===== config.mk =====
export PLATFORM = sky130hd
export DESIGN_NAME = fetch_stage_flat
export DESIGN_NICKNAME = d
export VERILOG_FILES = /design/src/rtl/core_pkg.sv /design/src/rtl/fetch_stage_if.sv /design/src/rtl/if_id_reg.sv /design/src/rtl/fetch_stage.sv /design/src/flat_wrapper.sv
export SDC_FILE = /design/constraint.sdc
export NUM_CORES = 1
export LEC_CHECK = 0
export CAP_MARGIN = 20
export CORE_MARGIN = 2
export CORE_UTILIZATION = 45
export CTS_CLUSTER_SIZE = 14
export DETAILED_ROUTE_END_ITERATION = 8
export GPL_TIMING_DRIVEN = 0
export MAX_ROUTING_LAYER = met4
export PLACE_DENSITY = 0.79
export SETUP_SLACK_MARGIN = 0.2
export SLEW_MARGIN = 20
export SYNTH_ARGS = -nofsm -noshare
export SYNTH_HDL_FRONTEND = slang
export SYNTH_HIERARCHICAL = 1
export SYNTH_SLANG_ARGS = --single-unit
export TNS_END_PERCENT = 1

===== constraint.sdc =====
create_clock -name clk -period 2.98 [get_ports clk]
set_input_delay 0.894 -clock clk [delete_from_list [all_inputs] [get_ports clk]]
set_output_delay 0.894 -clock clk [all_outputs]
set_load 0.02 [all_outputs]

===== src/rtl/core_pkg.sv =====
`default_nettype none
// ============================================================
// Module   : core_pkg
// Brief    : Shared RV32I core types and constants.
// Revision : 1.0
// ============================================================
package core_pkg;

    localparam int XLEN = 32;
    localparam logic [XLEN-1:0] INSTR_NOP = 32'h0000_0013;

    typedef enum logic [2:0] {
        IDLE = 3'd0,
        REQ  = 3'd1,
        WAIT = 3'd2,
        HOLD = 3'd3,
        DROP = 3'd4
    } fetch_state_t;

endpackage
`default_nettype wire


===== src/rtl/fetch_stage_if.sv =====
`default_nettype none
// ============================================================
// Module   : fetch_stage_if
// Brief    : Instruction-memory request/response channel.
// Revision : 1.0
// ============================================================
interface fetch_stage_if;
    import core_pkg::*;

    logic            imem_req_valid;
    logic            imem_req_ready;
    logic [XLEN-1:0] imem_req_addr;
    logic            imem_rsp_valid;
    logic [XLEN-1:0] imem_rsp_data;

    modport master (
        output imem_req_valid,
        output imem_req_addr,
        input  imem_req_ready,
        input  imem_rsp_valid,
        input  imem_rsp_data
    );

    modport slave (
        input  imem_req_valid,
        input  imem_req_addr,
        output imem_req_ready,
        output imem_rsp_valid,
        output imem_rsp_data
    );

endinterface
`default_nettype wire


===== src/rtl/if_id_reg.sv =====
`default_nettype none
// ============================================================
// Module   : if_id_reg
// Brief    : Generic pipeline register; flush beats hold beats load.
// Revision : 1.0
// ============================================================
module if_id_reg #(
    parameter int                DATA_W     = 32,
    parameter logic [DATA_W-1:0] RESET_DATA = '0
) (
    input  wire logic              clk,
    input  wire logic              rst_n,
    input  wire logic              i_load,
    input  wire logic              i_flush,
    input  wire logic              i_hold,
    input  wire logic [DATA_W-1:0] i_data,
    output logic                   o_valid,
    output logic [DATA_W-1:0]      o_data
);

    logic              r_valid;
    logic [DATA_W-1:0] r_data;

    always_ff @(posedge clk or negedge rst_n) begin
        if (!rst_n) begin
            r_valid <= 1'b0;
            r_data  <= RESET_DATA;
        end else if (i_flush) begin
            r_valid <= 1'b0;
        end else if (!i_hold) begin
            if (i_load) begin
                r_valid <= 1'b1;
                r_data  <= i_data;
            end else begin
                r_valid <= 1'b0;
            end
        end
    end

    assign o_valid = r_valid;
    assign o_data  = r_data;

endmodule
`default_nettype wire


===== src/rtl/fetch_stage.sv =====
`default_nettype none
// ============================================================
// Module   : fetch_stage
// Brief    : RV32I instruction fetch: PC, imem handshake, IF/ID.
// Revision : 1.0
// ============================================================
module fetch_stage
    import core_pkg::*;
#(
    parameter logic [XLEN-1:0] RESET_PC = 32'h0000_0000
) (
    input  wire logic            clk,
    input  wire logic            rst_n,
    fetch_stage_if.master        imem,
    input  wire logic            stall,
    input  wire logic            br_taken,
    input  wire logic [XLEN-1:0] br_target,
    output logic                 ifid_valid,
    output logic [XLEN-1:0]      ifid_pc,
    output logic [XLEN-1:0]      ifid_instr,
    output logic [XLEN-1:0]      ifid_pc_plus4
);

    fetch_state_t    r_state;
    fetch_state_t    w_state_next;
    logic [XLEN-1:0] r_pc;
    logic [XLEN-1:0] w_pc_next;
    logic [XLEN-1:0] w_pc_plus4;
    logic [XLEN-1:0] w_br_pc;
    logic [XLEN-1:0] r_hold_instr;
    logic            w_hold_we;
    logic            w_load;
    logic            w_load_buf;
    logic            w_handshake;
    logic            w_can_load;
    logic [3*XLEN-1:0] w_ifid_d;
    logic [3*XLEN-1:0] w_ifid_q;

    assign w_pc_plus4  = r_pc + 32'd4;
    assign w_br_pc     = br_target & {{(XLEN-2){1'b1}}, 2'b00};
    assign w_handshake = (r_state == REQ) && imem.imem_req_ready;
    assign w_can_load  = !stall || !ifid_valid;

    assign imem.imem_req_valid = (r_state == REQ);
    assign imem.imem_req_addr  = r_pc;

    always_ff @(posedge clk or negedge rst_n) begin
        if (!rst_n) begin
            r_state      <= IDLE;
            r_pc         <= RESET_PC;
            r_hold_instr <= INSTR_NOP;
        end else begin
            r_state <= w_state_next;
            r_pc    <= w_pc_next;
            if (w_hold_we) begin
                r_hold_instr <= imem.imem_rsp_data;
            end
        end
    end

    always_comb begin
        w_state_next = r_state;
        w_pc_next    = r_pc;
        w_load       = 1'b0;
        w_load_buf   = 1'b0;
        w_hold_we    = 1'b0;
        case (r_state)
            IDLE: w_state_next = REQ;
            REQ: begin
                if (w_handshake) w_state_next = WAIT;
            end
            WAIT: begin
                if (imem.imem_rsp_valid) begin
                    if (w_can_load) begin
                        w_load       = 1'b1;
                        w_pc_next    = w_pc_plus4;
                        w_state_next = REQ;
                    end else begin
                        w_hold_we    = 1'b1;
                        w_state_next = HOLD;
                    end
                end
            end
            HOLD: begin
                if (w_can_load) begin
                    w_load       = 1'b1;
                    w_load_buf   = 1'b1;
                    w_pc_next    = w_pc_plus4;
                    w_state_next = REQ;
                end
            end
            DROP: begin
                if (imem.imem_rsp_valid) w_state_next = REQ;
            end
            default: w_state_next = IDLE;
        endcase

        // Redirect overrides everything; only an in-flight request forces DROP.
        if (br_taken) begin
            w_load     = 1'b0;
            w_load_buf = 1'b0;
            w_hold_we  = 1'b0;
            w_pc_next  = w_br_pc;
            case (r_state)
                REQ:        w_state_next = w_handshake ? DROP : REQ;
                WAIT, DROP: w_state_next = imem.imem_rsp_valid ? REQ : DROP;
                default:    w_state_next = REQ;
            endcase
        end
    end

    assign w_ifid_d = {r_pc, (w_load_buf ? r_hold_instr : imem.imem_rsp_data), w_pc_plus4};

    if_id_reg #(
        .DATA_W     (3*XLEN),
        .RESET_DATA ({{XLEN{1'b0}}, INSTR_NOP, {XLEN{1'b0}}})
    ) u_if_id_reg (
        .clk     (clk),
        .rst_n   (rst_n),
        .i_load  (w_load),
        .i_flush (br_taken),
        .i_hold  (stall && ifid_valid),
        .i_data  (w_ifid_d),
        .o_valid (ifid_valid),
        .o_data  (w_ifid_q)
    );

    assign {ifid_pc, ifid_instr, ifid_pc_plus4} = w_ifid_q;

endmodule
`default_nettype wire


===== src/flat_wrapper.sv =====
// flat-port wrapper written by rule: the top's interface ports become plain ports
module fetch_stage_flat import core_pkg::*;
#(
    parameter logic [XLEN-1:0] RESET_PC = 32'h0000_0000
)
  (clk, rst_n, stall, br_taken, br_target, ifid_valid, ifid_pc, ifid_instr, ifid_pc_plus4, imem_imem_req_valid, imem_imem_req_addr, imem_imem_req_ready, imem_imem_rsp_valid, imem_imem_rsp_data);
  fetch_stage_if imem_i ();
  input  wire logic clk;
  input  wire logic rst_n;
  input  wire logic stall;
  input  wire logic br_taken;
  input  wire logic [XLEN-1:0] br_target;
  output logic ifid_valid;
  output logic [XLEN-1:0] ifid_pc;
  output logic [XLEN-1:0] ifid_instr;
  output logic [XLEN-1:0] ifid_pc_plus4;
  output wire logic [$bits(imem_i.imem_req_valid)-1:0] imem_imem_req_valid;
  output wire logic [$bits(imem_i.imem_req_addr)-1:0] imem_imem_req_addr;
  input wire logic [$bits(imem_i.imem_req_ready)-1:0] imem_imem_req_ready;
  input wire logic [$bits(imem_i.imem_rsp_valid)-1:0] imem_imem_rsp_valid;
  input wire logic [$bits(imem_i.imem_rsp_data)-1:0] imem_imem_rsp_data;
  assign imem_imem_req_valid = imem_i.imem_req_valid;
  assign imem_imem_req_addr = imem_i.imem_req_addr;
  assign imem_i.imem_req_ready = imem_imem_req_ready;
  assign imem_i.imem_rsp_valid = imem_imem_rsp_valid;
  assign imem_i.imem_rsp_data = imem_imem_rsp_data;
  fetch_stage #(.RESET_PC(RESET_PC)) u_core (.clk(clk), .rst_n(rst_n), .imem(imem_i), .stall(stall), .br_taken(br_taken), .br_target(br_target), .ifid_valid(ifid_valid), .ifid_pc(ifid_pc), .ifid_instr(ifid_instr), .ifid_pc_plus4(ifid_pc_plus4));
endmodule

## After elaboration in Yosys (flattened, before gate mapping)

Cells that the tools add are included.

- Input bits: 70
- Word-level logic and storage cells: 56
- Output and inout bits: 130
- Register bits after elaboration: 164

- Equality and inequality tests: 9
- Add/subtract/negate cells: 1
- Multiplexer cells: 28
- Bitwise logic cells: 2
- Reduce and logical (&&, ||, !) cells: 11

Operator list:

| operator | number |
|---|---|
| $mux W32 | 4 |
| $pmux W32 S2 | 1 |
| $add A32 B3 Y32 const B | 1 |
| $mux W3 | 7 |
| $pmux W3 S5 | 1 |
| $mux W1 | 12 |
| $eq A3 B2 Y1 const B | 2 |
| $ne A3 B2 Y1 const B | 2 |
| $ne A3 B3 Y1 const B | 2 |
| $pmux W3 S2 | 1 |
| $reduce_and A4 Y1 | 1 |
| $eq A3 B1 Y1 const B | 1 |
| $eq A3 B3 Y1 const B | 1 |
| $logic_not A3 Y1 | 1 |
| $reduce_and A3 Y1 | 1 |
| $reduce_bool A3 Y1 | 1 |
| $logic_and A1 B1 Y1 | 2 |
| $logic_not A1 Y1 | 2 |
| $mux W2 | 1 |
| $ne A2 B2 Y1 const B | 1 |
| $not A1 Y1 | 2 |
| $pmux W1 S2 | 1 |
| $reduce_and A2 Y1 | 1 |
| $reduce_or A2 Y1 | 1 |
| $logic_or A1 B1 Y1 | 1 |

## Depth between registers and ports, before layout

Gate-level depths: netlist of run 1.

- Depth in word-level cells: 9
- Depth in mapped cells: 8
- Depth with buffers taken out: 6

## Hierarchy

The synthesis of run 1 kept the hierarchy.

Modules (own cells, without submodules):

| module | seq. area each (um^2) | cells an instance | instances | area each (um^2) |
|---|---|---|---|---|
| fetch_stage | 1630.3 | 399 | 1 | 4098.9 |
| if_id_reg | 2431.1 | 206 | 1 | 3616.0 |

## Least setup slack after synthesis of run 1

Ideal clock, no wire load.

- Kind: in2reg
- From: in br_taken
- To: reg u_core.u_if_id_reg.r_data[75] (netlist: u_core/u_if_id_reg/o_data[75])
- Slack: 0.393 ns
- Arrival time: 2.459 ns
- Buffers on the path: 2
- Stages: 7
- Required time: 2.852 ns
- Setup time: 0.128 ns
- Path through: nor3b_1 nand2_1 clkinv_1 nor3b_2 buf_4 buf_6 mux2_1

- Cells in the longest elaborated chain, start to end: 2
- Elaborated cells on any way between the ends: 3
- Classes of those cells: 1 x mux; 1 x bitwise; 1 x reduce/logical

Ends and longest elaborated chain:

| element | RTL line | text |
|---|---|---|
| from (decl) | flat_wrapper.sv:11 | `input wire logic br_taken;` |
| $mux W1 | fetch_stage.sv:99 | `if (br_taken) begin` |
| named net u_core.w_load | fetch_stage.sv:32 | `logic w_load;` |
| $reduce_and A3 Y1 (no source line) | - |  |
| to (signal assigned) | if_id_reg.sv:33 | `r_data <= i_data;` |
| to (decl) | if_id_reg.sv:22 | `logic [DATA_W-1:0] r_data;` |

The timed path passes the listed nets, and every way through them passes these cells.
A chain may end at the register's enable or synchronous reset.

## Worst setup path after layout of run 1

- From: reg u_core.r_state[0]
- To: out imem_imem_req_valid

- Cells in the longest elaborated chain, start to end: 1

Ends and longest elaborated chain:

| element | RTL line | text |
|---|---|---|
| from (decl) | fetch_stage.sv:24 | `fetch_state_t r_state;` |
| from (signal assigned) | fetch_stage.sv:53 | `r_state <= w_state_next;` |
| $eq A3 B1 Y1 | fetch_stage.sv:44 | `assign imem.imem_req_valid = (r_state == REQ);` |
| to (decl) | flat_wrapper.sv:17 | `output wire logic [$bits(imem_i.imem_req_valid)-1:0] imem_imem_req_valid;` |

Every way passes these cells.

==> impl_metrics.json, run 1 <==
{
  "status": "completed",
  "critPathKind": "flop to output pin",
  "maxCapViolations": 0,
  "final_area_sq_um": 10700,
  "cts-hold-fix-buffers": 0,
  "postSynth.asyncResetShare_pct": 100,
  "grt_usage_pct": 23.0,
  "p_per_area_nw_per_um2": 851,
  "yosysSeqAreaShare_pct": 52.6,
  "synth_seq_cells": 162,
  "finalNetCount": 901,
  "finalHoldViolCount": 0,
  "vias_per_cell": 5.28,
  "crit_required_ns": 2.09,
  "grt_pass1_vias": 5955,
  "cts_tree": "built",
  "first_iter_violations": 422,
  "clkPwrFrac_pct": 24.2,
  "clk_pin_slew_worst_paths_ns": 0.06,
  "diodes": 0,
  "die-height_um": 135,
  "syn_inst": 605,
  "setup.worst_path.start": "u_core/r_state[0]$_DFFE_PN0P_",
  "path_max_fanout": 8,
  "initial_utilization_pct": 46.4,
  "critPathBufInv": 2,
  "clock-sinks": 162,
  "clock_path_buffers": 2,
  "power_frac_comb_pct": 39.1,
  "p_int_mw": 6.07,
  "drc_errors": 0,
  "endpoint_kind": "output pin",
  "final_core_util_pct": 64.2,
  "hold_ws_ns": 0.444,
  "detail_route.wl_per_cell_um": 19.0,
  "p_sw_mw": 3.02,
  "area_growth_pct": 38.5,
  "portBuffers": 195,
  "layout-drive-gt1-share_pct": 28.1,
  "r2r-start": "u_core/imem.imem_req_addr[2]$_DFFE_PN0P_",
  "cpPeakStageDelay_ns": 0.66,
  "boundaryPins": 200,
  "final_common_cell": "clkdlybuf4s50_1",
  "rows": 47,
  "grt.overflow.total": 0,
  "skew_ns": 0.0105,
  "setup_viol": 0,
  "vias": 5608,
  "die-width_um": 135,
  "worstSetupStartpointType": "flop",
  "synth_edf_count": 0,
  "pwr-share-seq_pct": 36.8,
  "routabilityCongestion": 0.838,
  "period_share_pct": 93.0,
  "sw_frac_of_total_pct": 33.3,
  "tightestPinTransition_ns": 0.748,
  "yosysUniqueCellTypes": 50,
  "first_pass_iters": 5,
  "grt_pass1_wl_um": 31400,
  "worstHoldPathType": "primary input to asynchronous set/reset pin",
  "drv_slew": 0,
  "place_area_sq_um": 9990,
  "power_leakage_nw": 4.69,
  "clk_latency_ns": 0.43,
  "yosysWarnings": 6,
  "grt_max_degree": 87,
  "htree_levels": 4,
  "rsz0062_at_grt": "yes",
  "hpwl_um": 14500,
  "path_cells": "buf_2, nor3b_1, clkdlybuf4s50_1",
  "cpMaxStageDelayCell": "clkdlybuf4s50_1",
  "arrival_ns": 1.88,
  "numCtsBuffers": 17,
  "core_sq_um": 16600,
  "cp_top_family": "buffers and inverters",
  "drt_wl_total_um": 20200,
  "drtAntennaViolNets": 0,
  "fmax_ghz": 0.361,
  "maxSlewHeadroom_pct": 50.0,
  "synthesis.area_sq_um": 7710,
  "most-common-layout-cells": "clkdlybuf4s50_1, dfrtp_1, mux2_2",
  "die-area_sq_um": 18200,
  "power_mw": 9.09,
  "antenna_found_initial": 0,
  "synth_flop_cell": "dfrtp_1",
  "fin_crit_ns": 2.77,
  "postSynthAreaPerCell_sq_um": 12.8,
  "cts_root_buf": "clkbuf_16",
  "ir_worst_vdd_mv": 0.459
}
[layout make-up]
| type | instances | area, sq um |
|---|---|---|
| multi-input combinational | 379 | 3220 |
| sequential | 162 | 4060 |
| tap | 220 | 275 |
| inverter | 8 | 35.0 |
| clock inverter | 12 | 130 |
| buffer | 61 | 465 |
| clock buffer | 20 | 467 |
| fill | 1266 | 5960 |
| timing repair buffer | 201 | 2030 |
[cell usage after synthesis, types with 3 or more instances]
cell type / count / area (sq um)
a21o_1: 5 / 37.5
a21oi_1: 3 / 15.0
a221o_1: 6 / 60.1
a22o_1: 4 / 35.0
a22oi_1: 3 / 22.5
buf_2: 9 / 45.0
buf_4: 34 / 255
buf_6: 6 / 67.6
clkbuf_1: 8 / 30.0
clkbuf_8: 3 / 41.3
dfrtp_1: 156 / 3900
dfstp_2: 6 / 158
inv_1: 7 / 26.3
mux2_1: 40 / 450
mux2_2: 120 / 1350
mux2i_1: 3 / 30.0
nand2_1: 37 / 139
nand3_1: 20 / 100
nand3b_1: 3 / 22.5
nand4_1: 10 / 62.6
nor2_1: 18 / 67.6
nor3_1: 6 / 30.0
nor3b_1: 3 / 22.5
nor4_1: 5 / 31.3
o211ai_1: 3 / 22.5
o21ai_0: 20 / 100
o311ai_0: 4 / 35.0
or3_1: 3 / 18.8
xnor2_1: 22 / 193
xor2_1: 15 / 131
[flip-flops by register name, summed over array words and instances, names as in the netlist]
signal                      cells
u_core/imem.imem_req_addr      30
u_core/r_hold_instr            32
u_core/r_state                  3
u_core/u_if_id_reg/o_data      96
u_core/u_if_id_reg/o_valid      1
[power groups by stage]
stage	Sequential [mW]	Clock, mW	Combinational, mW
after CTS	3.34	2.24	3.57
after global placement	3.33	0	3.47
final	3.34	2.20	3.55
after detailed placement	3.38	0	3.54
after floorplan	4.06	0	1.01
after global routing	3.43	2.32	3.74
[per-layer routing]
metal	share of wire, %	track usage (%)	up-vias
met4	1.3	6.66	0
li1	-	-	2553
met1	42	27.7	2825
met5	0	-	-
met2	50	38.2	210
met3	6.9	5.86	20
[worst reg2reg max path, delay by kind of cell (launching register included)]
kind / cells / cell delay [ns]
fa+ha+maj: 1 / 0.25
compound gates: 2 / 0.52
flops: 1 / 0.50
simple gates: 3 / 1.20
[timing repair]
action                     4_1_cts  5_1_grt
resized for setup               13        3
gates cloned                     0        0
pin swaps                        1        0
setup endpoints to repair      127      102
buffers inserted                 3        2
[metrics by stage]
stage	std cells	TNS [ns]	worst slack [ns]
4_1_cts	1061	0	0.178
3_3_place_gp	1025	-936.63	-5.36
2_1_floorplan	610	0	0.393
5_1_grt	1063	0	0.136
3_5_place_dp	1026	-91.37	-0.948
6_report	1063	0	0.208
[worst paths after layout]
kind | endpoint | slack, ns | cells after the start
min | u_core/u_if_id_reg/o_data[42]$_DFFE_PN0P_ | 0.44 | 1
max in group asynchronous | u_core/u_if_id_reg/o_data[94]$_DFFE_PN0P_ | 1.67 | 2
max reg2reg | u_core/imem.imem_req_addr[28]$_DFFE_PN0P_ | 0.39 | 6
min in group clk | u_core/u_if_id_reg/o_data[75]$_DFFE_PN0P_ | 0.49 | 1
max | imem_imem_req_valid | 0.21 | 3
min reg2reg | u_core/u_if_id_reg/o_data[75]$_DFFE_PN0P_ | 0.49 | 1
[cell families (layout without fill, tap and decap cells)]
logic type | after synthesis | count (layout) | synth area share [%]
mux | 163 | 163 | 23.7
flops | 162 | 162 | 52.6
simple gates | 121 | 121 | 8.48
buf+inv | 69 | 302 | 6.15
compound gates | 51 | 51 | 4.57
xor+xnor | 37 | 37 | 4.20
fa+ha+maj | 1 | 1 | 0.162
other cells | 1 | 6 | 0.0486
Power figures use the tool's default switching activity.
==> inputs of run 2 (changes only) <==
- CTS_BUF_LIST: default -> sky130_fd_sc_hd__clkbuf_8
==> impl_metrics.json, run 2 (synthesis gave the netlist of run 1 again) <==
{
  "status": "completed",
  "fmax_ghz": 0.374,
  "rows": 47,
  "rr_worst_depth": 6,
  "diodes": 0,
  "tightestPinTransition_ns": 0.761,
  "clock_path_buffers": 2,
  "detail_route.wl_per_cell_um": 18.8,
  "arrival_ns": 3.00,
  "die-height_um": 135,
  "cts_root_buf": "clkbuf_8",
  "vias_per_cell": 5.26,
  "final_common_cell": "clkdlybuf4s50_1",
  "htree_levels": 4,
  "period_share_pct": 89.8,
  "finalHoldViolCount": 0,
  "maxCapViolations": 0,
  "most-common-layout-cells": "clkdlybuf4s50_1, dfrtp_1, mux2_2",
  "die-width_um": 135,
  "routabilityCongestion": 0.838,
  "final_core_util_pct": 63.0,
  "skew_ns": 0.0131,
  "grt_max_degree": 87,
  "largest_register_ffs": 96,
  "grt_pass1_wl_um": 31100,
  "portBuffers": 195,
  "r2r_slack_ns": 0.43,
  "rsz0062_at_grt": "no",
  "boundaryPins": 200,
  "drv_slew": 0,
  "hold_ws_ns": 0.412,
  "core_sq_um": 16600,
  "area_growth_pct": 35.9,
  "r2r-start": "u_core/imem.imem_req_addr[2]$_DFFE_PN0P_",
  "drtAntennaViolNets": 0,
  "drc_errors": 0,
  "initial_utilization_pct": 46.4,
  "dpl_worst_slack_ns": -0.948,
  "first_pass_iters": 5,
  "place_area_sq_um": 9990,
  "antenna_found_initial": 0,
  "grt_pass1_vias": 5909,
  "ir_worst_vdd_mv": 0.453,
  "clk_latency_ns": 0.45,
  "final_area_sq_um": 10500,
  "critPathKind": "primary input to flop",
  "first_iter_violations": 371,
  "clock-sinks": 162,
  "reg2reg_to": "u_core/imem.imem_req_addr[28]$_DFFE_PN0P_",
  "die-area_sq_um": 18200,
  "fin_crit_ns": 2.68,
  "maxSlewHeadroom_pct": 49.1,
  "p_per_area_nw_per_um2": 811,
  "final.setup.tns_ns": 0,
  "drt_wl_total_um": 19900,
  "power_leakage_nw": 4.61,
  "vias": 5591,
  "grt.overflow.total": 0,
  "setup_viol": 0,
  "cts-hold-fix-buffers": 0,
  "numCtsBuffers": 17,
  "fin_ws_ns": 0.304,
  "worstSetupStartpointType": "primary input",
  "path_max_fanout": 11,
  "cts_tree": "built",
  "hpwl_um": 14500,
  "layout-drive-gt1-share_pct": 28.0,
  "grt_usage_pct": 22.7,
  "clk_pin_slew_worst_paths_ns": 0.08,
  "endpoint_kind": "flop",
  "crit_required_ns": 3.31,
  "finalNetCount": 900,
  "worstHoldPathType": "primary input to asynchronous set/reset pin"
}
==> run 2: cell types whose count changed in the layout (fill, tap and decap cells not counted), sizes merged <==
| cell | before | now |
|---|---|---|
| buf | 54 | 53 |
| clkdlybuf4s50 | 193 | 192 |
| dlymetal6s2s | 0 | 1 |
==> run 2: where the power goes <==
group	switching, mW	internal [mW]
registers	0.448	2.89
clock network	0.812	0.811
logic	1.68	1.86
total	2.94	5.56
==> run 2: timing repair <==
item | in CTS | in global routing
endpoints found under the setup margin | 124 | 124
buffers inserted | 3 | 1
pin swaps | 1 | 1
gates resized for setup | 12 | 6
==> run 2: final cells by class <==
cell class                 count  area [sq um]
buffer                        61           465
clock buffer                  20           275
clock inverter                12           130
fill                        1283          6160
inverter                       8          35.0
multi-input combinational    379          3220
sequential                   162          4060
tap                          220           275
timing repair buffer         200          2020
==> run 2: worst max path at each step <==
stage | endpoint | cells past startpoint | start
floorplan | u_core/u_if_id_reg/o_data[75]$_DFFE_PN0P_ | 7 | br_taken
global placement | u_core/u_if_id_reg/o_data[10]$_DFFE_PN0P_ | 1 | rst_n
detailed placement | u_core/u_if_id_reg/o_data[55]$_DFFE_PN0P_ | 8 | br_taken
CTS | u_core/u_if_id_reg/o_data[43]$_DFFE_PN0P_ | 8 | imem_imem_rsp_valid
global route | u_core/u_if_id_reg/o_data[77]$_DFFE_PN0P_ | 9 | imem_imem_rsp_valid
finish | u_core/u_if_id_reg/o_data[49]$_DFFE_PN0P_ | 9 | imem_imem_rsp_valid
==> run 2: metrics by stage <==
step | instances | total power [mW]
floorplan | 610 | 5.07
global placement | 1025 | 6.80
detailed placement | 1026 | 6.92
CTS | 1061 | 8.57
global route | 1062 | 8.90
finish | 1062 | 8.51
==> run 2: per-layer routing <==
| layer | vias to the layer above | part of all wire (%) | GRT usage [%] |
|---|---|---|---|
| met5 | - | 0 | - |
| met4 | 0 | 0.75 | 5.21 |
| met3 | 20 | 7.4 | 6.16 |
| met2 | 219 | 50 | 38.4 |
| met1 | 2798 | 42 | 27.4 |
| li1 | 2554 | - | - |
==> run 2: worst max-delay path, stage by stage <==
cell and delay (ns):
clkdlybuf4s50_1 0.55, a2bb2oi_2 0.23, nand2_2 0.15, clkinv_4 0.14, nor3b_4 0.18, buf_4 0.17
buf_8 0.18, buf_6 0.18, mux2_1 0.34
==> inputs of run 3 (changes only) <==
- CAP_MARGIN: 20 -> default
==> results of run 3 <==
No change in the layout: final DEF, timing and power equal those of run 2.
